--- config.mk ---
export PLATFORM = sky130hd
export DESIGN_NAME = litedram_native_bist
export DESIGN_NICKNAME = d
export VERILOG_FILES = /design/src/rtl/litedram_bist_pkg.sv /design/src/rtl/litedram_bist_pattern.sv /design/src/rtl/litedram_native_bist.sv
export SDC_FILE = /design/constraint.sdc
export NUM_CORES = 1
export LEC_CHECK = 0
export ABC_AREA = 1
export ABC_CLOCK_PERIOD_IN_PS = 4770
export CAP_MARGIN = 20
export CORE_AREA = 5 5 256 258
export CTS_CLUSTER_DIAMETER = 40
export CTS_CLUSTER_SIZE = 40
export DETAILED_ROUTE_END_ITERATION = 8
export DIE_AREA = 0 0 261 263
export GPL_TIMING_DRIVEN = 0
export PLACE_DENSITY_LB_ADDON = 0.05
export SYNTH_ARGS = -nofsm -noshare
export SYNTH_HDL_FRONTEND = slang
export SYNTH_SLANG_ARGS = --single-unit
--- constraint.sdc ---
create_clock -name user_clk -period 4.77 [get_ports user_clk]
set_input_delay 0.477 -clock user_clk [delete_from_list [all_inputs] [get_ports user_clk]]
set_output_delay 0.477 -clock user_clk [all_outputs]
set_load 0.01 [all_outputs]
--- src/rtl/litedram_bist_pkg.sv ---
// rtl/litedram_bist_pkg.sv - shared state encoding and pattern constants for the native-port BIST
package litedram_bist_pkg;

  typedef enum logic [2:0] {
    ST_IDLE  = 3'd0,
    ST_WRITE = 3'd1,
    ST_READ  = 3'd2,
    ST_DRAIN = 3'd3,
    ST_DONE  = 3'd4
  } bist_state_e;

  localparam logic [7:0]  PATTERN_TAG   = 8'hA5;
  localparam logic [7:0]  LFSR_SEED_TAG = 8'h5A;
  localparam logic [31:0] LFSR_POLY     = 32'h8020_0003;
  localparam int          LANE_W        = 32;

  function automatic int lane_count(input int data_w);
    return data_w / LANE_W;
  endfunction

  function automatic logic [31:0] lfsr_step(input logic [31:0] s);
    return s[0] ? ((s >> 1) ^ LFSR_POLY) : (s >> 1);
  endfunction

endpackage

--- src/rtl/litedram_bist_pattern.sv ---
// rtl/litedram_bist_pattern.sv - combinational beat address to test pattern
// LITEDRAM_BIST_LFSR_EN selects the per-lane Galois LFSR pattern instead of {tag, addr}.
module litedram_bist_pattern
  import litedram_bist_pkg::*;
#(
  parameter int ADDR_W = 24,
  parameter int DATA_W = 256
) (
  input  logic [ADDR_W-1:0] addr_i,
  output logic [DATA_W-1:0] data_o
);

  localparam int LANES = lane_count(DATA_W);

  logic [23:0] addr24;

  if (ADDR_W >= 24) begin : g_trunc
    assign addr24 = addr_i[23:0];
  end else begin : g_ext
    assign addr24 = {{(24-ADDR_W){1'b0}}, addr_i};
  end

`ifdef LITEDRAM_BIST_LFSR_EN
  logic [31:0] lfsr;

  // Each lane takes the next LFSR state, so lanes within a beat differ.
  always_comb begin
    lfsr   = {LFSR_SEED_TAG, addr24};
    data_o = '0;
    for (int i = 0; i < LANES; i++) begin
      lfsr = lfsr_step(lfsr);
      data_o[i*LANE_W +: LANE_W] = lfsr;
    end
  end
`else
  always_comb begin
    data_o = '0;
    for (int i = 0; i < LANES; i++) begin
      data_o[i*LANE_W +: LANE_W] = {PATTERN_TAG, addr24};
    end
  end
`endif

endmodule

--- src/rtl/litedram_native_bist.sv ---
// rtl/litedram_native_bist.sv - burst write/read-back pattern tester for one LiteDRAM native port
// Pattern source selectable with LITEDRAM_BIST_LFSR_EN (see litedram_bist_pattern).
module litedram_native_bist
  import litedram_bist_pkg::*;
#(
  parameter int ADDR_W = 24,
  parameter int DATA_W = 256,
  parameter int LEN_W  = 24,
  parameter int ERR_W  = 16
) (
  input  logic                  user_clk,
  input  logic                  user_rst,
  input  logic                  start,
  input  logic                  abort,
  input  logic [ADDR_W-1:0]     base_addr,
  input  logic [LEN_W-1:0]      length,
  output logic                  busy,
  output logic                  done,
  output logic                  aborted,
  output logic [ERR_W-1:0]      err_count,
  output logic [ADDR_W-1:0]     first_err_addr,
  output logic [2:0]            phase,
  output logic                  cmd_valid,
  input  logic                  cmd_ready,
  output logic                  cmd_we,
  output logic [ADDR_W-1:0]     cmd_addr,
  output logic                  wdata_valid,
  input  logic                  wdata_ready,
  output logic [DATA_W/8-1:0]   wdata_we,
  output logic [DATA_W-1:0]     wdata_data,
  input  logic                  rdata_valid,
  output logic                  rdata_ready,
  input  logic [DATA_W-1:0]     rdata_data
);

  bist_state_e       state_q;
  logic [ADDR_W-1:0] base_q, ferr_q;
  logic [LEN_W-1:0]  len_q, cmd_idx_q, wd_idx_q, rd_idx_q, outst_q;
  logic [LEN_W-1:0]  cmd_idx_d, wd_idx_d, rd_idx_d, outst_d;
  logic [ERR_W-1:0]  err_q;
  logic              busy_q, done_q, aborted_q;
  logic              cmd_valid_q, cmd_we_q, wdata_valid_q, rdata_ready_q;
  logic              cmd_fire, wd_fire, rd_fire, mismatch;
  logic [DATA_W-1:0] wr_pattern, rd_pattern;

  litedram_bist_pattern #(.ADDR_W(ADDR_W), .DATA_W(DATA_W)) u_wr_pattern (
    .addr_i (base_q + ADDR_W'(wd_idx_q)),
    .data_o (wr_pattern)
  );

  litedram_bist_pattern #(.ADDR_W(ADDR_W), .DATA_W(DATA_W)) u_rd_pattern (
    .addr_i (base_q + ADDR_W'(rd_idx_q)),
    .data_o (rd_pattern)
  );

  always_comb begin
    cmd_fire  = cmd_valid_q & cmd_ready;
    wd_fire   = wdata_valid_q & wdata_ready;
    rd_fire   = rdata_ready_q & rdata_valid;
    cmd_idx_d = cmd_idx_q + LEN_W'(cmd_fire);
    wd_idx_d  = wd_idx_q + LEN_W'(wd_fire);
    rd_idx_d  = rd_idx_q + LEN_W'(rd_fire);
    // Only read commands create outstanding beats; simultaneous issue and return cancel out.
    outst_d   = outst_q + LEN_W'(cmd_fire & ~cmd_we_q) - LEN_W'(rd_fire);
    mismatch  = rd_fire && (state_q == ST_READ) && (rdata_data != rd_pattern);
  end

  always_ff @(posedge user_clk) begin
    if (user_rst) begin
      state_q       <= ST_IDLE;
      base_q        <= '0;
      len_q         <= '0;
      cmd_idx_q     <= '0;
      wd_idx_q      <= '0;
      rd_idx_q      <= '0;
      outst_q       <= '0;
      err_q         <= '0;
      ferr_q        <= '0;
      busy_q        <= 1'b0;
      done_q        <= 1'b0;
      aborted_q     <= 1'b0;
      cmd_valid_q   <= 1'b0;
      cmd_we_q      <= 1'b0;
      wdata_valid_q <= 1'b0;
      rdata_ready_q <= 1'b0;
    end else begin
      done_q <= 1'b0;
      case (state_q)
        ST_IDLE: begin
          if (start) begin
            base_q    <= base_addr;
            len_q     <= length;
            cmd_idx_q <= '0;
            wd_idx_q  <= '0;
            rd_idx_q  <= '0;
            outst_q   <= '0;
            err_q     <= '0;
            ferr_q    <= '0;
            aborted_q <= 1'b0;
            if (length == '0) begin
              state_q <= ST_DONE;
              done_q  <= 1'b1;
            end else begin
              state_q       <= ST_WRITE;
              busy_q        <= 1'b1;
              cmd_valid_q   <= 1'b1;
              cmd_we_q      <= 1'b1;
              wdata_valid_q <= 1'b1;
            end
          end
        end
        ST_WRITE: begin
          cmd_idx_q     <= cmd_idx_d;
          wd_idx_q      <= wd_idx_d;
          cmd_valid_q   <= (cmd_idx_d < len_q);
          wdata_valid_q <= (wd_idx_d < len_q);
          if (abort) begin
            state_q       <= ST_DONE;
            done_q        <= 1'b1;
            busy_q        <= 1'b0;
            aborted_q     <= 1'b1;
            cmd_valid_q   <= 1'b0;
            wdata_valid_q <= 1'b0;
          end else if ((cmd_idx_d == len_q) && (wd_idx_d == len_q)) begin
            state_q       <= ST_READ;
            cmd_idx_q     <= '0;
            wd_idx_q      <= '0;
            cmd_valid_q   <= 1'b1;
            cmd_we_q      <= 1'b0;
            wdata_valid_q <= 1'b0;
            rdata_ready_q <= 1'b1;
          end
        end
        ST_READ: begin
          cmd_idx_q   <= cmd_idx_d;
          rd_idx_q    <= rd_idx_d;
          outst_q     <= outst_d;
          cmd_valid_q <= (cmd_idx_d < len_q);
          if (mismatch) begin
            if (err_q != '1)
              err_q <= err_q + ERR_W'(1);
            if (err_q == '0)
              ferr_q <= base_q + ADDR_W'(rd_idx_q);
          end
          if (abort) begin
            cmd_valid_q <= 1'b0;
            if (outst_d != '0) begin
              state_q <= ST_DRAIN;
            end else begin
              state_q       <= ST_DONE;
              done_q        <= 1'b1;
              busy_q        <= 1'b0;
              aborted_q     <= 1'b1;
              rdata_ready_q <= 1'b0;
            end
          end else if (rd_idx_d == len_q) begin
            state_q       <= ST_DONE;
            done_q        <= 1'b1;
            busy_q        <= 1'b0;
            cmd_valid_q   <= 1'b0;
            rdata_ready_q <= 1'b0;
          end
        end
        ST_DRAIN: begin
          outst_q <= outst_d;
          if (outst_d == '0) begin
            state_q       <= ST_DONE;
            done_q        <= 1'b1;
            busy_q        <= 1'b0;
            aborted_q     <= 1'b1;
            rdata_ready_q <= 1'b0;
          end
        end
        ST_DONE: state_q <= ST_IDLE;
        default: state_q <= ST_IDLE;
      endcase
    end
  end

  assign busy           = busy_q;
  assign done           = done_q;
  assign aborted        = aborted_q;
  assign err_count      = err_q;
  assign first_err_addr = ferr_q;
  assign phase          = state_q;
  assign cmd_valid      = cmd_valid_q;
  assign cmd_we         = cmd_we_q;
  assign cmd_addr       = base_q + ADDR_W'(cmd_idx_q);
  assign wdata_valid    = wdata_valid_q;
  assign wdata_we       = '1;
  assign wdata_data     = wr_pattern;
  assign rdata_ready    = rdata_ready_q;

endmodule

* After elaboration in Yosys (flattened, before gate mapping)
Cells that the tools add are included.
** Operators by class
- Add/subtract/negate cells :: 9
- Order comparisons :: 2
- Equality and inequality tests :: 22
- Muxes and demuxes :: 61
- Bitwise gates (word level) :: 5
- Reductions and logical operators :: 29
** Operator list (number)
- inequality test 256 bit :: 1
- case mux 24 bit (2 select lines) :: 4
- 2-to-1 mux 24 bit :: 7
- adder 24 bit :: 4
- adder 24 x 1 -> 24 bit :: 3
- equality test 24 bit :: 3
- case mux 24 bit (3 select lines) :: 1
- logical NOT 24 bit :: 2
- < comparator 24 bit :: 2
- 2-to-1 mux 16 bit :: 3
- case mux 16 bit (2 select lines) :: 1
- 2-to-1 mux 1 bit :: 29
- bitwise AND 1 x 24 -> 24 bit :: 1
- 2-to-1 mux 3 bit :: 8
- inverter 1 -> 24 bit :: 1
- nonzero test 24 bit :: 1
- subtractor 24 x 1 -> 24 bit :: 1
- inequality test 2 bit, second input constant :: 9
- adder 16 x 1 -> 16 bit, second input constant :: 1
- logical NOT 16 bit :: 1
- inequality test 16 bit, second input constant :: 1
- case mux 1 bit (4 select lines) :: 3
- case mux 3 bit (4 select lines) :: 1
- AND reduction 4 bit :: 3
- other kinds (19) :: 37
** Storage, ports and cells
- Bits in registers :: 194
- Input port bits :: 311
- Output and inout port bits :: 362

* Logic depth before layout (Yosys ltp)
Gate-level depths: netlist of the first run.
- Depth after elaboration :: 8
- Depth in mapped cells :: 28
- Mapped depth without buffers :: 28

* Cells and area by module
From an unflattened synthesis of the first run, not the netlist that was laid out.
** Unflattened totals
- Cells, all modules :: 3518
- Area total of the unflattened synthesis :: 23247.3 um^2
** By module, submodules not included
- litedram_native_bist :: instances 1, cells each 3002, area each 19388.6 um^2, sequential area each 3883.7 um^2
- litedram_bist_pattern :: instances 2, cells each 258, area each 1929.4 um^2, sequential area each 0.0 um^2

* Worst setup path after synthesis of the first run
No wires, ideal clock.
- Kind :: input to register
- Start :: input wdata_ready
- End :: register cmd_idx_q[16]
- Setup time :: 132 ps
- Data arrival time :: 4010 ps
- Slack :: 628 ps
- Cell stages on the path :: 27
- Path buffers :: 1
- Cell sequence :: nand2_1 inv_1 ha_1 ha_1 nand4_1 nor2_1 inv_1 nor2_1 nand4_1 nor4_1 nand4_1 nor2_1 nand4_1 xnor2_1 ha_1 nand2_1 inv_1 nand3_1 nor3_1 nand4_1 nand2_1 nand2_1 inv_1 nand2_1 clkbuf_1 nand2_1 a21oi_1
** On the way
- Longest elaborated chain between the ends :: 7
** RTL lines
- from (decl) :: RTL line litedram_native_bist.sv:28 : input logic wdata_ready,
- bitwise AND 1 bit :: RTL line litedram_native_bist.sv:58 : wd_fire = wdata_valid_q & wdata_ready;
- adder 24 x 1 -> 24 bit :: RTL line litedram_native_bist.sv:61 : wd_idx_d = wd_idx_q + LEN_W'(wd_fire);
- equality test 24 bit :: RTL line litedram_native_bist.sv:124 : end else if ((cmd_idx_d == len_q) && (wd_idx_d == len_q)) begin
- logical AND 1 bit :: RTL line litedram_native_bist.sv:124
- 2-to-1 mux 24 bit :: RTL line litedram_native_bist.sv:124
- 2-to-1 mux 24 bit :: RTL line litedram_native_bist.sv:117 : if (abort) begin
- case mux 24 bit (3 select lines) :: RTL line litedram_native_bist.sv:88 : case (state_q)
- to (signal assigned) :: RTL line litedram_native_bist.sv:113 : cmd_idx_q <= cmd_idx_d;
- to (signal assigned) :: RTL line litedram_native_bist.sv:135 : cmd_idx_q <= cmd_idx_d;
- to (decl) :: RTL line litedram_native_bist.sv:38 : logic [LEN_W-1:0] len_q, cmd_idx_q, wd_idx_q, rd_idx_q, outst_q;
No other way between the ends.
A chain may end at the register's enable or synchronous reset.

* Worst setup path after layout of the first run
- Start :: register wdata_valid_q (netlist: wdata_valid)
- End :: register state_q[1] (netlist: phase[1])
** On the way
- Longest elaborated chain between the ends :: 6
** RTL lines
- from (decl) :: RTL line litedram_native_bist.sv:42 : logic cmd_valid_q, cmd_we_q, wdata_valid_q, rdata_ready_q;
- from (signal assigned) :: RTL line litedram_native_bist.sv:116 : wdata_valid_q <= (wd_idx_d < len_q);
- bitwise AND 1 bit :: RTL line litedram_native_bist.sv:58
- adder 24 x 1 -> 24 bit :: RTL line litedram_native_bist.sv:61
- equality test 24 bit :: RTL line litedram_native_bist.sv:124
- logical AND 1 bit :: RTL line litedram_native_bist.sv:124
- inequality test 3 bit (no line)
- AND reduction 4 bit (no line)
- to (signal assigned) :: RTL line litedram_native_bist.sv:118 : state_q <= ST_DONE;
- to (signal assigned) :: RTL line litedram_native_bist.sv:125 : state_q <= ST_READ;
- to (signal assigned) :: RTL line litedram_native_bist.sv:148 : state_q <= ST_DRAIN;
- to (decl) :: RTL line litedram_native_bist.sv:36 : bist_state_e state_q;
No other way between the ends.

==> impl_results.html, run 1 <==
<table>
<tr><th>Metric</th><th>Value</th></tr>
<tr><th colspan="2">STA</th></tr>
<tr><td>Rel. slew slack</td><td>0.237</td></tr>
<tr><td>Clock skew after layout</td><td>0.0130 ns</td></tr>
<tr><td>Final critical-path share of the clock period</td><td>0.965</td></tr>
<tr><td>Actual transition at the worst max-transition pin</td><td>1.14 ns</td></tr>
<tr><td>Highest achievable clock rate</td><td>0.217 GHz</td></tr>
<tr><td>Total count of max-transition violations in the final report</td><td>0</td></tr>
<tr><td>Number of hold violations in the final report</td><td>0</td></tr>
<tr><td>Final setup viols</td><td>0</td></tr>
<tr><td>Final critical path time including I/O delays and setup</td><td>4.60 ns</td></tr>
<tr><td>PnR worst setup slack</td><td>0.165 ns</td></tr>
<tr><th colspan="2">Pwr</th></tr>
<tr><td>Power density of the placed cells</td><td>515 nW/um^2</td></tr>
<tr><td>Peak supply drop</td><td>610 uV</td></tr>
<tr><td>Leakage power summed over all cells</td><td>14.2 nW</td></tr>
<tr><th colspan="2">Placed design</th></tr>
<tr><td>Cell total after placement</td><td>4997</td></tr>
<tr><td>DP Worst Slack</td><td>-1.57 ns</td></tr>
<tr><td>Routability cong.</td><td>0.930</td></tr>
<tr><td>Area of placed instances</td><td>28200 um^2</td></tr>
<tr><td>IO Port Bufs</td><td>575</td></tr>
<tr><td>Dpl hpwl</td><td>77300 um</td></tr>
<tr><th colspan="2">Route</th></tr>
<tr><td>Via density</td><td>4.67</td></tr>
<tr><td>Number of detailed-route iterations in the first pass</td><td>7</td></tr>
<tr><td>Wire length after detailed routing</td><td>92300 um</td></tr>
<tr><td>First-iteration detailed-routing DRC count</td><td>1772</td></tr>
<tr><td>Total DRC errors in the routed layout</td><td>0</td></tr>
<tr><td>Routed len/inst</td><td>18.2 um</td></tr>
<tr><td>Post-route ant nets</td><td>0</td></tr>
<tr><td>Number of vias after detailed routing</td><td>23.7k</td></tr>
<tr><th colspan="2">Synthesis</th></tr>
<tr><td>Number of library cell types mapped by synthesis</td><td>53</td></tr>
<tr><td>Compound-Gate Fraction of Synth Area</td><td>0.104</td></tr>
<tr><td>Synth Warn #</td><td>0</td></tr>
<tr><td>Seq/Total Area, Yosys</td><td>0.185</td></tr>
<tr><td>Most frequently used flop master after synthesis</td><td>sky130_fd_sc_hd__dfxtp_1</td></tr>
<tr><td>Arithmetic-cell share of the synthesized area counting full adders, half adders and majority gates</td><td>0.0928</td></tr>
<tr><td>Async set-reset flop share out of synthesis</td><td>0</td></tr>
<tr><td>Main combinational cell family by area after synthesis</td><td>simple AND/OR/NAND/NOR gates</td></tr>
<tr><td>Post-Synth XOR/XNOR Area</td><td>0.0615</td></tr>
<tr><td>Top cell type by total area after synthesis</td><td>sky130_fd_sc_hd__dfxtp_1</td></tr>
<tr><td>Simple-gate share of the synthesized area</td><td>0.362</td></tr>
<tr><td>Synth top area cells</td><td>sky130_fd_sc_hd__dfxtp_1 (19%), sky130_fd_sc_hd__nand2_1 (17%), sky130_fd_sc_hd__buf_4 (9.5%), sky130_fd_sc_hd__ha_1 (8.9%), sky130_fd_sc_hd__inv_1 (8.1%)</td></tr>
<tr><td>#FFs+latches synth</td><td>194</td></tr>
<tr><td>Syn avg cell area</td><td>6.03 um^2</td></tr>
<tr><td>EDFF count, synth</td><td>0</td></tr>
<tr><td>Mux share of post-synthesis cell area</td><td>0</td></tr>
<tr><td>Mapped cell area</td><td>20900 um^2</td></tr>
<tr><td>Share of the synthesized area in the top cell type</td><td>0.185</td></tr>
<tr><td>Cell count after synthesis</td><td>3473</td></tr>
<tr><th colspan="2">Clock network</th></tr>
<tr><td>Worst skew pair latency</td><td>0.50 ns</td></tr>
<tr><td>CTS Buf Count</td><td>17</td></tr>
<tr><td>TritonCTS clock tree</td><td>yes</td></tr>
<tr><td>H-Tree Depth</td><td>4</td></tr>
<tr><td>Clock input transition at the sequential cells of the worst setup and hold paths</td><td>0.08 ns</td></tr>
<tr><td>Clock sink count</td><td>194</td></tr>
<tr><td>Hold-fix buffers, CTS</td><td>0</td></tr>
<tr><td>Clock tree buffer depth</td><td>2</td></tr>
<tr><td>Root buffer selected by CTS</td><td>sky130_fd_sc_hd__clkbuf_16</td></tr>
<tr><th colspan="2">Worst setup path</th></tr>
<tr><td>Number of buffers and inverters on the critical path</td><td>9</td></tr>
<tr><td>Critical path's top delay family</td><td>simple AND/OR/NAND/NOR gates</td></tr>
<tr><td>Largest fanout on the critical path</td><td>3</td></tr>
<tr><td>Required arrival time at the worst endpoint</td><td>5.21 ns</td></tr>
<tr><td>Critical Path Max Stage Delay</td><td>0.38 ns</td></tr>
<tr><td>Slowest library cell on the worst path</td><td>sky130_fd_sc_hd__dfxtp_4</td></tr>
<tr><td>Critical Path AT</td><td>5.04 ns</td></tr>
<tr><td>Category of the most critical setup path</td><td>register to register</td></tr>
<tr><td>Crit path capture type</td><td>register</td></tr>
<tr><td>Startpoint kind of the worst setup timing path</td><td>register</td></tr>
<tr><th colspan="2">Floorplanning</th></tr>
<tr><td>Die area</td><td>68600 um^2</td></tr>
<tr><td>Width of the die</td><td>261 um</td></tr>
<tr><td>Core outline area</td><td>62700 um^2</td></tr>
<tr><td>Initial core utilization</td><td>0.334</td></tr>
<tr><td>Ports</td><td>673</td></tr>
<tr><td>Site Rows</td><td>92</td></tr>
<tr><td>Die Span Y</td><td>263 um</td></tr>
<tr><th colspan="2">Global route</th></tr>
<tr><td>Global-route wire length before repair</td><td>135000 um</td></tr>
<tr><td>Number of global-route vias before repair</td><td>21.9k</td></tr>
<tr><td>Total congestion overflow</td><td>0</td></tr>
<tr><td>Pin count of the biggest net entering global routing</td><td>20</td></tr>
<tr><td>Antenna violations before repair</td><td>11</td></tr>
<tr><td>Overall Global Routing Usage</td><td>0.254</td></tr>
<tr><th colspan="2">Cells and area</th></tr>
<tr><td>Nets</td><td>4669</td></tr>
<tr><td>Post-route insts no fill</td><td>5071</td></tr>
<tr><td>Area growth syn-to-layout</td><td>41.1%</td></tr>
<tr><td>Number of filler cells placed in the layout</td><td>6749</td></tr>
<tr><td>Layout cells sized above 1</td><td>0.115</td></tr>
<tr><td>Post-route standard cell area excluding fillers</td><td>29500 um^2</td></tr>
<tr><th colspan="2">Job</th></tr>
<tr><td>Number of violations of the max-capacitance limit</td><td>0</td></tr>
<tr><th colspan="2">Outcome</th></tr>
<tr><td>Run status</td><td>finished clean</td></tr>
<tr><th colspan="2">Min path</th></tr>
<tr><td>Min-Delay Path Class</td><td>register to register</td></tr>
</table>
==> cell usage after synthesis, types with 5 or more instances <==
master and count:
sky130_fd_sc_hd__nand4_1 95, sky130_fd_sc_hd__a21boi_0 5, sky130_fd_sc_hd__xnor2_1 43, sky130_fd_sc_hd__a21o_1 6, sky130_fd_sc_hd__nor4_1 22, sky130_fd_sc_hd__nand3b_1 24
sky130_fd_sc_hd__dfxtp_1 194, sky130_fd_sc_hd__inv_1 450, sky130_fd_sc_hd__a21oi_1 229, sky130_fd_sc_hd__clkbuf_1 57, sky130_fd_sc_hd__o21ai_0 111, sky130_fd_sc_hd__nand3_1 240
sky130_fd_sc_hd__a31oi_1 8, sky130_fd_sc_hd__nand2_1 929, sky130_fd_sc_hd__o21bai_1 11, sky130_fd_sc_hd__and2_1 6, sky130_fd_sc_hd__o21ai_1 8, sky130_fd_sc_hd__nor2_1 356
sky130_fd_sc_hd__ha_1 149, sky130_fd_sc_hd__buf_4 264, sky130_fd_sc_hd__nand2_2 18, sky130_fd_sc_hd__inv_2 18, sky130_fd_sc_hd__buf_6 7, sky130_fd_sc_hd__and3_1 6
sky130_fd_sc_hd__nor3_1 41, sky130_fd_sc_hd__xor2_1 104, sky130_fd_sc_hd__a211oi_1 5, sky130_fd_sc_hd__or2_2 20
==> cell usage in the layout (no fill, tap or decap), types with 6 or more instances in the layout <==
cell type                         instances
sky130_fd_sc_hd__and2_1                   6
sky130_fd_sc_hd__xnor2_1                 39
sky130_fd_sc_hd__inv_2                   20
sky130_fd_sc_hd__o21bai_1                10
sky130_fd_sc_hd__o21ai_1                 13
sky130_fd_sc_hd__nand3_2                  6
sky130_fd_sc_hd__nand2_1                924
sky130_fd_sc_hd__nor2_2                  11
sky130_fd_sc_hd__dfxtp_1                188
sky130_fd_sc_hd__clkbuf_1                55
sky130_fd_sc_hd__or2_2                   20
sky130_fd_sc_hd__a21oi_1                226
sky130_fd_sc_hd__and3_1                   6
sky130_fd_sc_hd__clkdlybuf4s50_1        572
sky130_fd_sc_hd__a21o_1                   6
sky130_fd_sc_hd__nor4_1                  18
sky130_fd_sc_hd__ha_1                   144
sky130_fd_sc_hd__o21ai_0                103
sky130_fd_sc_hd__nand3b_1                24
sky130_fd_sc_hd__buf_6                   11
sky130_fd_sc_hd__xor2_1                  98
sky130_fd_sc_hd__nand2_2                 21
sky130_fd_sc_hd__nand4_1                 95
sky130_fd_sc_hd__nor2_1                 347
sky130_fd_sc_hd__nor3_1                  36
sky130_fd_sc_hd__nand3_1                234
sky130_fd_sc_hd__inv_1                  446
sky130_fd_sc_hd__clkbuf_16               17
sky130_fd_sc_hd__a31oi_1                  6
sky130_fd_sc_hd__diode_2                  7
sky130_fd_sc_hd__buf_4                  303
sky130_fd_sc_hd__conb_1                  96
==> worst paths after layout <==
check              startpoint          to  slack [ns]  cells past startpoint
setup / recovery  wdata_valid    phase[1]        0.17                     31
hold / removal     outst_q[0]  outst_q[0]        0.48                      2
setup reg to reg  wdata_valid    phase[1]        0.17                     31
hold reg to reg    outst_q[0]  outst_q[0]        0.48                      2
==> worst min-delay path: cells and delay by family (launching register included) <==
family / cells / cell delay (ns)
and+or+nand+nor: 1 / 0.06
AOI/OAI and AO/OA: 1 / 0.05
DFF: 1 / 0.32
==> layer usage <==
| metal | track usage | vias to the layer above | wire length, um |
|---|---|---|---|
| li1 | - | 12300 | - |
| met1 | 0.342 | 10600 | 41300 |
| met2 | 0.420 | 742 | 42100 |
| met3 | 0.0550 | 87 | 7130 |
| met4 | 0.0538 | 6 | 1680 |
| met5 | 0 | - | 37 |
==> power by group <==
part           switching (mW)  internal, mW
clock network           0.777         0.744
logic                    6.57          4.71
registers               0.437          1.97
total                    7.78          7.43
==> registers in the layout, summed over array words and instances (netlist names) <==
name            cells
wdata_valid         1
rd_idx_q           24
busy                1
cmd_idx_q          24
base_q             24
aborted             1
phase               3
err_count          16
done                1
len_q              24
outst_q            24
cmd_valid           1
cmd_we              1
first_err_addr     24
rdata_ready         1
wd_idx_q           24
==> cell type report <==
| class | count | area [um^2] | share of cell area |
|---|---|---|---|
| Tap cell | 846 | 1060 | 0.0358 |
| Multi-Input combinational cell | 2573 | 13800 | 0.466 |
| Antenna cell | 7 | 17.5 | 0.000593 |
| Clock buffer | 17 | 425 | 0.0144 |
| Clock inverter | 15 | 174 | 0.00589 |
| Buffer | 331 | 2300 | 0.0779 |
| Inverter | 469 | 1770 | 0.0599 |
| Sequential cell | 194 | 3900 | 0.132 |
| Timing Repair Buffer | 619 | 6130 | 0.207 |
==> through the flow <==
step	TNS, ns	hold WS [ns]	total power, mW	util
finish	0	0.478	15.2	0.471
global route	-0.470	0.504	16.5	0.471
CTS	0	0.480	15.2	0.465
detailed placement	-85.42	0.469	13.4	0.449
global placement	-97.36	0.454	13.4	0.448
floorplan	0	0.445	9.12	-
==> cells by family after synthesis <==
logic type	Yosys count
other cells	2
buf+inv	800
xor+xnor	147
compound gates	406
simple gates	1771
fa+ha+maj	153
flops	194
==> what timing repair did <==
item | CTS | global route
setup buffers | 16 | 16
endpoints found under the setup margin | 147 | 113
resized for setup | 59 | 52
pin swaps | 12 | 35
Note: power is estimated with default switching activity, not from simulation.
==> run 2, diff against run 1 <==
--- a/config.mk
+++ b/config.mk
@@ -14,7 +14,7 @@
 export DETAILED_ROUTE_END_ITERATION = 8
 export DIE_AREA = 0 0 261 263
 export GPL_TIMING_DRIVEN = 0
-export PLACE_DENSITY_LB_ADDON = 0.05
+export PLACE_DENSITY_LB_ADDON = 0.12
 export SYNTH_ARGS = -nofsm -noshare
 export SYNTH_HDL_FRONTEND = slang
 export SYNTH_SLANG_ARGS = --single-unit
==> run 2 against run 1 <==
  * Via count hardly changed
  * Non-clock buffer count is 14 lower
  * Hold slack worse by 0.0017 ns
  * Combinational power hardly changed
  * Cell area is 0.76% lower
  * Power is 0.47% lower
  * Maximum frequency is 1.2% higher
  * Sequential cell count stayed put
  * Final cell count is 0.32% lower
  * First-iteration DRC count is 5.2% lower
  * Largest cell class unchanged
  * Highest routed layer unchanged
==> impl_results.html, run 2 (synthesized netlist as in run 1, its figures left out) <==
<table>
<tr><th>Metric</th><th>Value</th></tr>
<tr><th colspan="2">STA</th></tr>
<tr><td>Total count of max-transition violations in the final report</td><td>0 (unchanged)</td></tr>
<tr><td>Number of hold violations in the final report</td><td>0 (unchanged)</td></tr>
<tr><td>Highest achievable clock rate</td><td>0.220 GHz (+1.2%)</td></tr>
<tr><td>Final critical-path share of the clock period</td><td>0.954 (-0.0118)</td></tr>
<tr><td>Rel. slew slack</td><td>0.318 (+0.0805)</td></tr>
<tr><td>RSZ-0062 raised after global routing</td><td>true</td></tr>
<tr><td>Final critical path time including I/O delays and setup</td><td>4.55 ns (-0.0561 ns)</td></tr>
<tr><td>Clock skew after layout</td><td>0.0236 ns (+0.0106 ns)</td></tr>
<tr><td>Worst hold margin</td><td>0.476 ns (-0.00173 ns)</td></tr>
<tr><td>Final setup viols</td><td>0 (unchanged)</td></tr>
<tr><td>Actual transition at the worst max-transition pin</td><td>1.02 ns (-0.117 ns)</td></tr>
<tr><th colspan="2">Worst setup path</th></tr>
<tr><td>Category of the most critical setup path</td><td>register to output port</td></tr>
<tr><td>Largest fanout on the critical path</td><td>5 (+2)</td></tr>
<tr><td>Required arrival time at the worst endpoint</td><td>4.29 ns (-0.92 ns)</td></tr>
<tr><td>Worst reg-to-reg path cell count</td><td>28 (-9.7%)</td></tr>
<tr><td>Critical Path AT</td><td>4.07 ns (-0.97 ns)</td></tr>
<tr><td>Minimum setup slack among reg-to-reg paths</td><td>0.36 ns (+0.19 ns)</td></tr>
<tr><td>Startpoint kind of the worst setup timing path</td><td>register</td></tr>
<tr><td>Crit Reg-Reg Startpoint</td><td>cmd_valid</td></tr>
<tr><td>Crit path capture type</td><td>output port</td></tr>
<tr><td>Reg-to-reg critical path endpoint</td><td>cmd_idx_q[16]</td></tr>
<tr><th colspan="2">Cells and area</th></tr>
<tr><td>Most used cells in the layout excluding fill and tap cells</td><td>sky130_fd_sc_hd__nand2_1 (926), sky130_fd_sc_hd__clkdlybuf4s50_1 (570), sky130_fd_sc_hd__inv_1 (446), sky130_fd_sc_hd__nor2_1 (350), sky130_fd_sc_hd__buf_4 (289)</td></tr>
<tr><td>Post-route insts no fill</td><td>5055 (-0.32%)</td></tr>
<tr><td>Number of filler cells placed in the layout</td><td>6750 (+0.015%)</td></tr>
<tr><td>Nets</td><td>4655 (-0.30%)</td></tr>
<tr><td>Most common cell after layout, fill and taps aside</td><td>sky130_fd_sc_hd__nand2_1</td></tr>
<tr><td>Layout cells sized above 1</td><td>0.108 (-0.00699)</td></tr>
<tr><td>Area growth syn-to-layout</td><td>40.0%</td></tr>
<tr><th colspan="2">Pwr</th></tr>
<tr><td>Comb power frac</td><td>0.739 (-0.003)</td></tr>
<tr><td>Total net switching power</td><td>7.80 mW (+0.25%)</td></tr>
<tr><td>Peak supply drop</td><td>555 uV (-9.1%)</td></tr>
<tr><td>Power density of the placed cells</td><td>516 nW/um^2 (+0.29%)</td></tr>
<tr><td>Share of power burned in the clock network</td><td>0.101 (about the same)</td></tr>
<tr><td>Cell-internal power</td><td>7.34 mW (-1.2%)</td></tr>
<tr><td>Sw frac</td><td>0.515 (+0.00373)</td></tr>
<tr><td>Leakage power summed over all cells</td><td>14.1 nW (-0.73%)</td></tr>
<tr><td>Sequential Power Share</td><td>0.160 (+0.002)</td></tr>
<tr><th colspan="2">Floorplanning</th></tr>
<tr><td>Die Span Y</td><td>263 um (unchanged)</td></tr>
<tr><td>Site Rows</td><td>92 (unchanged)</td></tr>
<tr><td>Width of the die</td><td>261 um (unchanged)</td></tr>
<tr><td>Die area</td><td>68600 um^2 (unchanged)</td></tr>
<tr><td>Ports</td><td>673 (unchanged)</td></tr>
<tr><td>Core outline area</td><td>62700 um^2 (unchanged)</td></tr>
<tr><td>Initial core utilization</td><td>0.334 (unchanged)</td></tr>
<tr><th colspan="2">Global route</th></tr>
<tr><td>Antenna violations before repair</td><td>13 (+2)</td></tr>
<tr><td>Pin count of the biggest net entering global routing</td><td>22 (+10%)</td></tr>
<tr><td>Number of global-route vias before repair</td><td>21.5k (-1.6%)</td></tr>
<tr><td>Global-route wire length before repair</td><td>132000 um (-2.3%)</td></tr>
<tr><td>Overall Global Routing Usage</td><td>0.248 (-0.00654)</td></tr>
<tr><td>Total congestion overflow</td><td>0 (unchanged)</td></tr>
<tr><th colspan="2">Clock network</th></tr>
<tr><td>CTS Buf Count</td><td>17 (unchanged)</td></tr>
<tr><td>Hold-fix buffers, CTS</td><td>0 (unchanged)</td></tr>
<tr><td>Clock sink count</td><td>194 (unchanged)</td></tr>
<tr><td>TritonCTS clock tree</td><td>yes</td></tr>
<tr><td>Clock input transition at the sequential cells of the worst setup and hold paths</td><td>0.08 ns (about the same)</td></tr>
<tr><td>Worst skew pair latency</td><td>0.50 ns (about the same)</td></tr>
<tr><td>Clock tree buffer depth</td><td>2 (unchanged)</td></tr>
<tr><td>H-Tree Depth</td><td>4 (unchanged)</td></tr>
<tr><td>Root buffer selected by CTS</td><td>sky130_fd_sc_hd__clkbuf_16</td></tr>
<tr><th colspan="2">Route</th></tr>
<tr><td>Wire length after detailed routing</td><td>90200 um (-2.3%)</td></tr>
<tr><td>Total DRC errors in the routed layout</td><td>0 (unchanged)</td></tr>
<tr><td>Post-route ant nets</td><td>0 (unchanged)</td></tr>
<tr><td>First-iteration detailed-routing DRC count</td><td>1680 (-5.2%)</td></tr>
<tr><td>Routed len/inst</td><td>17.8 um (-2.0%)</td></tr>
<tr><td>Number of detailed-route iterations in the first pass</td><td>5 (-2)</td></tr>
<tr><td>Via density</td><td>4.68 (+0.28%)</td></tr>
<tr><td>Number of vias after detailed routing</td><td>23.6k (-0.038%)</td></tr>
<tr><th colspan="2">Placed design</th></tr>
<tr><td>Routability cong.</td><td>0.960 (+3.2%)</td></tr>
<tr><td>IO Port Bufs</td><td>575 (unchanged)</td></tr>
<tr><td>Cell total after placement</td><td>4995 (-0.040%)</td></tr>
<tr><td>Dpl hpwl</td><td>76000 um (-1.7%)</td></tr>
<tr><th colspan="2">Min path</th></tr>
<tr><td>Cells on Worst Hold Path</td><td>2 (unchanged)</td></tr>
<tr><td>Hold wc startpoint</td><td>outst_q[0]</td></tr>
<tr><td>Capture endpoint of the worst hold path</td><td>outst_q[0]</td></tr>
<tr><td>Min-Delay Path Class</td><td>register to register</td></tr>
<tr><th colspan="2">Job</th></tr>
<tr><td>Number of violations of the max-capacitance limit</td><td>0 (unchanged)</td></tr>
<tr><th colspan="2">Outcome</th></tr>
<tr><td>Run status</td><td>finished clean</td></tr>
</table>
[run 2: cell count changes in the layout (fill, tap and decap cells not counted), sizes merged, moves of 2 or more]
cell           before  now
buf               319  307
dlygate4sd2         2    5
clkbuf             73   71
clkdlybuf4s50     572  570
clkinv              8   10
diode               7    5
[run 2: timing repair]
item	CTS	global route
cloned	0	0
setup endpoints to repair	131	85
hold endpoints to repair	0	0
gates resized for setup	48	44
pin swaps	7	22
setup buffers	12	9
[run 2: cell type report]
cell class	instances	area (um^2)	share of cell area
Multi-Input combinational cell	2573	13600	0.465
Tap cell	846	1060	0.0361
Buffer	331	2310	0.0786
Clock inverter	15	186	0.00636
Timing Repair Buffer	605	6020	0.205
Clock buffer	17	425	0.0145
Antenna cell	5	12.5	0.000427
Sequential cell	194	3900	0.133
Inverter	469	1770	0.0603
[run 2: worst max path at each step]
stage	start	end	slack (ns)	cells past startpoint
5_1_grt	wdata_ready	cmd_idx_q[1]	-0.05	28
3_5_place_dp	wdata_ready	cmd_idx_q[16]	-1.32	28
6_report	wd_idx_q[0]	wdata_data[50]	0.22	15
4_1_cts	cmd_valid	cmd_idx_q[16]	0.008	25
3_3_place_gp	wdata_ready	cmd_idx_q[6]	-1.34	28
2_1_floorplan	wdata_ready	cmd_idx_q[16]	0.63	27
[run 2: layer usage]
layer | routed length [um] | track usage
met1 | 39400 | 0.323
met2 | 41800 | 0.413
met3 | 6350 | 0.0487
met4 | 2570 | 0.0746
met5 | 67 | 0
[run 2: critical path, stage by stage (launching register included)]
cell and delay [ns]:
sky130_fd_sc_hd__dfxtp_1 0.42, sky130_fd_sc_hd__ha_1 0.17, sky130_fd_sc_hd__inv_1 0.06, sky130_fd_sc_hd__fa_1 0.39, sky130_fd_sc_hd__nand3b_1 0.17, sky130_fd_sc_hd__nand2_1 0.10, sky130_fd_sc_hd__a21boi_1 0.10, sky130_fd_sc_hd__o21ai_1 0.24
sky130_fd_sc_hd__a21boi_2 0.12, sky130_fd_sc_hd__o21ai_2 0.17, sky130_fd_sc_hd__a21oi_2 0.12, sky130_fd_sc_hd__o21bai_4 0.18, sky130_fd_sc_hd__xor2_2 0.42, sky130_fd_sc_hd__buf_4 0.26, sky130_fd_sc_hd__buf_4 0.12, sky130_fd_sc_hd__clkdlybuf4s50_1 0.54
[run 2: through the flow]
step | cell area [um^2] | worst slack [ns] | utilization | power [mW] | setup TNS, ns
finish | 29300 | 0.221 | 0.467 | 15.1 | 0
global route | 29300 | -0.0451 | 0.467 | 16.4 | -0.573
CTS | 29100 | 0.00758 | 0.463 | 15.1 | 0
detailed placement | 28200 | -1.32 | 0.450 | 13.4 | -65.39
global placement | 28100 | -1.34 | 0.448 | 13.4 | -80.59
floorplan | 21300 | 0.628 | - | 9.12 | 0
[run 2: power by group through the flow]
| stage | sequential (mW) | clock [mW] | combinational, mW |
|---|---|---|---|
| after floorplan | 2.26 | 0 | 6.86 |
| after global placement | 2.45 | 0 | 10.9 |
| after detailed placement | 2.45 | 0 | 11.0 |
| after CTS | 2.41 | 1.57 | 11.1 |
| after global routing | 2.45 | 1.62 | 12.3 |
| final | 2.42 | 1.53 | 11.2 |
==> run 3, diff against run 2 <==
--- a/config.mk
+++ b/config.mk
@@ -14,7 +14,6 @@
 export DETAILED_ROUTE_END_ITERATION = 8
 export DIE_AREA = 0 0 261 263
 export GPL_TIMING_DRIVEN = 0
-export PLACE_DENSITY_LB_ADDON = 0.12
 export SYNTH_ARGS = -nofsm -noshare
 export SYNTH_HDL_FRONTEND = slang
 export SYNTH_SLANG_ARGS = --single-unit
==> constraint.sdc (replaced) <==
create_clock -name user_clk -period 4.77 [get_ports user_clk]
set_input_delay 0.477 -clock user_clk [delete_from_list [all_inputs] [get_ports user_clk]]
set_output_delay 0.477 -clock user_clk [all_outputs]
set_load 0.05 [all_outputs]
==> run 3 against run 2 <==
  * Sequential cell count is the same
  * Register-to-register slack lost 0.27 ns
  * Critical path depth grew 18
  * Sequential power is essentially flat
  * Die area is the same
  * First-iteration DRC count shrank 0.60%
  * Cell area is essentially flat
  * Hold slack gained 0.0029 ns
  * Via count grew 1.0%
  * Clock power is essentially flat
==> impl_results.html, run 3 (synthesized netlist as in run 1, its figures left out) <==
<table>
<tr><th>Metric</th><th>Value</th></tr>
<tr><th colspan="2">Clock network</th></tr>
<tr><td>Hold-fix buffers, CTS</td><td>0 (unchanged)</td></tr>
<tr><td>Clock tree buffer depth</td><td>2 (unchanged)</td></tr>
<tr><td>Root buffer selected by CTS</td><td>sky130_fd_sc_hd__clkbuf_16</td></tr>
<tr><td>TritonCTS clock tree</td><td>yes</td></tr>
<tr><td>Clock sink count</td><td>194 (unchanged)</td></tr>
<tr><td>Worst skew pair latency</td><td>0.50 ns (about the same)</td></tr>
<tr><td>CTS Buf Count</td><td>17 (unchanged)</td></tr>
<tr><td>H-Tree Depth</td><td>4 (unchanged)</td></tr>
<tr><td>Clock input transition at the sequential cells of the worst setup and hold paths</td><td>0.09 ns (about the same)</td></tr>
<tr><th colspan="2">Worst setup path</th></tr>
<tr><td>Required arrival time at the worst endpoint</td><td>5.16 ns (+0.87 ns)</td></tr>
<tr><td>Largest fanout on the critical path</td><td>3 (-2)</td></tr>
<tr><td>Slowest library cell on the worst path</td><td>sky130_fd_sc_hd__clkdlybuf4s50_1</td></tr>
<tr><td>Category of the most critical setup path</td><td>input port to register</td></tr>
<tr><td>Critical Path AT</td><td>5.10 ns (+1.03 ns)</td></tr>
<tr><td>Crit path capture type</td><td>register</td></tr>
<tr><td>Critical Path Max Stage Delay</td><td>0.45 ns (-0.09 ns)</td></tr>
<tr><td>Startpoint kind of the worst setup timing path</td><td>input port</td></tr>
<tr><th colspan="2">Cells and area</th></tr>
<tr><td>Number of filler cells placed in the layout</td><td>6574 (-2.6%)</td></tr>
<tr><td>Layout cells sized above 1</td><td>0.118 (+0.00949)</td></tr>
<tr><td>Post-route standard cell area excluding fillers</td><td>29300 um^2 (about the same)</td></tr>
<tr><td>Most common cell after layout, fill and taps aside</td><td>sky130_fd_sc_hd__nand2_1</td></tr>
<tr><td>Fin util</td><td>0.467 (about the same)</td></tr>
<tr><td>Nets</td><td>4656 (+0.021%)</td></tr>
<tr><td>Area growth syn-to-layout</td><td>39.9% (about the same)</td></tr>
<tr><td>Most used cells in the layout excluding fill and tap cells</td><td>sky130_fd_sc_hd__nand2_1 (927), sky130_fd_sc_hd__clkdlybuf4s50_1 (506), sky130_fd_sc_hd__inv_1 (447), sky130_fd_sc_hd__nor2_1 (349), sky130_fd_sc_hd__buf_4 (301)</td></tr>
<tr><th colspan="2">Pwr</th></tr>
<tr><td>Total net switching power</td><td>10.2 mW (+31%)</td></tr>
<tr><td>Peak supply drop</td><td>544 uV (-2.0%)</td></tr>
<tr><td>Leakage power summed over all cells</td><td>14.4 nW (+2.4%)</td></tr>
<tr><td>Comb power frac</td><td>0.775 (+0.036)</td></tr>
<tr><td>Power density of the placed cells</td><td>596 nW/um^2 (+15%)</td></tr>
<tr><td>Share of power burned in the clock network</td><td>0.087 (-0.014)</td></tr>
<tr><td>Cell-internal power</td><td>7.24 mW (-1.3%)</td></tr>
<tr><td>Sw frac</td><td>0.585 (+0.0702)</td></tr>
<tr><td>Sequential Power Share</td><td>0.139 (-0.021)</td></tr>
<tr><th colspan="2">STA</th></tr>
<tr><td>Clock skew after layout</td><td>0.0215 ns (-0.00205 ns)</td></tr>
<tr><td>Final critical path time including I/O delays and setup</td><td>4.70 ns (+0.155 ns)</td></tr>
<tr><td>Final critical-path share of the clock period</td><td>0.986 (+0.0326)</td></tr>
<tr><td>Highest achievable clock rate</td><td>0.213 GHz (-3.3%)</td></tr>
<tr><td>Total count of max-transition violations in the final report</td><td>0 (unchanged)</td></tr>
<tr><td>Total Neg Setup Slack</td><td>0 ns (unchanged)</td></tr>
<tr><td>Worst hold margin</td><td>0.479 ns (+0.00290 ns)</td></tr>
<tr><td>Final setup viols</td><td>0 (unchanged)</td></tr>
<tr><td>Rel. slew slack</td><td>0.232 (-0.0854)</td></tr>
<tr><td>PnR worst setup slack</td><td>0.0657 ns (-0.155 ns)</td></tr>
<tr><td>Actual transition at the worst max-transition pin</td><td>1.15 ns (+0.124 ns)</td></tr>
<tr><td>RSZ-0062 raised after global routing</td><td>true</td></tr>
<tr><td>Number of hold violations in the final report</td><td>0 (unchanged)</td></tr>
<tr><th colspan="2">Placed design</th></tr>
<tr><td>Area of placed instances</td><td>28200 um^2 (about the same)</td></tr>
<tr><td>Dpl hpwl</td><td>75500 um (-0.69%)</td></tr>
<tr><td>DP Worst Slack</td><td>-1.37 ns (-0.0494 ns)</td></tr>
<tr><td>IO Port Bufs</td><td>575 (unchanged)</td></tr>
<tr><td>Routability cong.</td><td>0.954 (-0.62%)</td></tr>
<tr><th colspan="2">Floorplanning</th></tr>
<tr><td>Die Span Y</td><td>263 um (unchanged)</td></tr>
<tr><td>Die area</td><td>68600 um^2 (unchanged)</td></tr>
<tr><td>Ports</td><td>673 (unchanged)</td></tr>
<tr><td>Initial core utilization</td><td>0.334 (unchanged)</td></tr>
<tr><td>Width of the die</td><td>261 um (unchanged)</td></tr>
<tr><td>Core outline area</td><td>62700 um^2 (unchanged)</td></tr>
<tr><td>Site Rows</td><td>92 (unchanged)</td></tr>
<tr><th colspan="2">Global route</th></tr>
<tr><td>Global-route wire length before repair</td><td>132000 um (+0.46%)</td></tr>
<tr><td>Antenna violations before repair</td><td>15 (+2)</td></tr>
<tr><td>Number of global-route vias before repair</td><td>21.8k (+1.4%)</td></tr>
<tr><td>Total congestion overflow</td><td>0 (unchanged)</td></tr>
<tr><td>Overall Global Routing Usage</td><td>0.247 (about the same)</td></tr>
<tr><td>Pin count of the biggest net entering global routing</td><td>22 (unchanged)</td></tr>
<tr><th colspan="2">Route</th></tr>
<tr><td>Number of vias after detailed routing</td><td>23.9k (+1.0%)</td></tr>
<tr><td>Post-route ant nets</td><td>0 (unchanged)</td></tr>
<tr><td>Via density</td><td>4.72 (+0.90%)</td></tr>
<tr><td>First-iteration detailed-routing DRC count</td><td>1670 (-0.60%)</td></tr>
<tr><td>Routed len/inst</td><td>17.8 um (-0.30%)</td></tr>
<tr><td>Number of detailed-route iterations in the first pass</td><td>8 (+3)</td></tr>
<tr><td>Wire length after detailed routing</td><td>90000 um (-0.18%)</td></tr>
<tr><td>Total DRC errors in the routed layout</td><td>0 (unchanged)</td></tr>
<tr><th colspan="2">Outcome</th></tr>
<tr><td>Run status</td><td>finished clean</td></tr>
<tr><th colspan="2">Min path</th></tr>
<tr><td>Min-Delay Path Class</td><td>register to register</td></tr>
<tr><th colspan="2">Job</th></tr>
<tr><td>Number of violations of the max-capacitance limit</td><td>0 (unchanged)</td></tr>
</table>
-- run 3: area by class of cell --
cell class | instances | area [um^2] | area share
Antenna cell | 10 | 25.0 | 0.000854
Buffer | 331 | 2300 | 0.0784
Clock buffer | 17 | 425 | 0.0145
Clock inverter | 15 | 180 | 0.00615
Inverter | 469 | 1760 | 0.0602
Multi-Input combinational cell | 2573 | 13700 | 0.468
Sequential cell | 194 | 3890 | 0.133
Tap cell | 846 | 1060 | 0.0361
Timing Repair Buffer | 606 | 5940 | 0.203
-- run 3: per-layer routing --
layer | vias up | wire length [um] | part of all wire | global-route usage
li1 | 12200 | - | - | -
met1 | 10800 | 38400 | 0.43 | 0.316
met2 | 766 | 42300 | 0.47 | 0.416
met3 | 129 | 6440 | 0.072 | 0.0496
met4 | 8 | 2850 | 0.032 | 0.0847
met5 | - | 51 | 0.00057 | 0
-- run 3: per-stage QoR --
| step | total power, mW | std cells |
|---|---|---|
| floorplan | 11.6 | 3567 |
| global placement | 15.8 | 4988 |
| detailed placement | 15.8 | 4997 |
| CTS | 17.4 | 5044 |
| global route | 18.7 | 5060 |
| finish | 17.5 | 5061 |
-- run 3: path summary, 6_finish.rpt --
check	startpoint	to	slack (ns)	depth (start not counted)
worst min register to register	outst_q[0]	outst_q[0]	0.48	2
worst max register to register	cmd_valid	phase[1]	0.09	32
worst min-delay path	outst_q[0]	outst_q[0]	0.48	2
worst max-delay path	cmd_ready	phase[1]	0.07	33
-- run 3: critical path, delay by kind of cell --
kind / cells / cell delay, ns
adder cells (fa/ha/maj): 2 / 0.45
AO/OA/AOI/OAI: 1 / 0.05
AND/OR/NAND/NOR: 19 / 2.48
buffers and inverters: 11 / 1.62
-- run 3: timing repair --
action                                 CTS  global route
setup buffers                           15             7
endpoints found under the hold margin    0             0
pin swaps                               13            11
resized for setup                      141            80
setup endpoints to repair              155           119
-- run 3: power groups by stage --
stage | Combinational, mW | Clock [mW] | Sequential, mW
finish | 13.5 | 1.51 | 2.42
global route | 14.6 | 1.62 | 2.45
CTS | 13.5 | 1.55 | 2.41
detailed placement | 13.4 | 0 | 2.44
global placement | 13.3 | 0 | 2.45
floorplan | 8.99 | 0 | 2.63
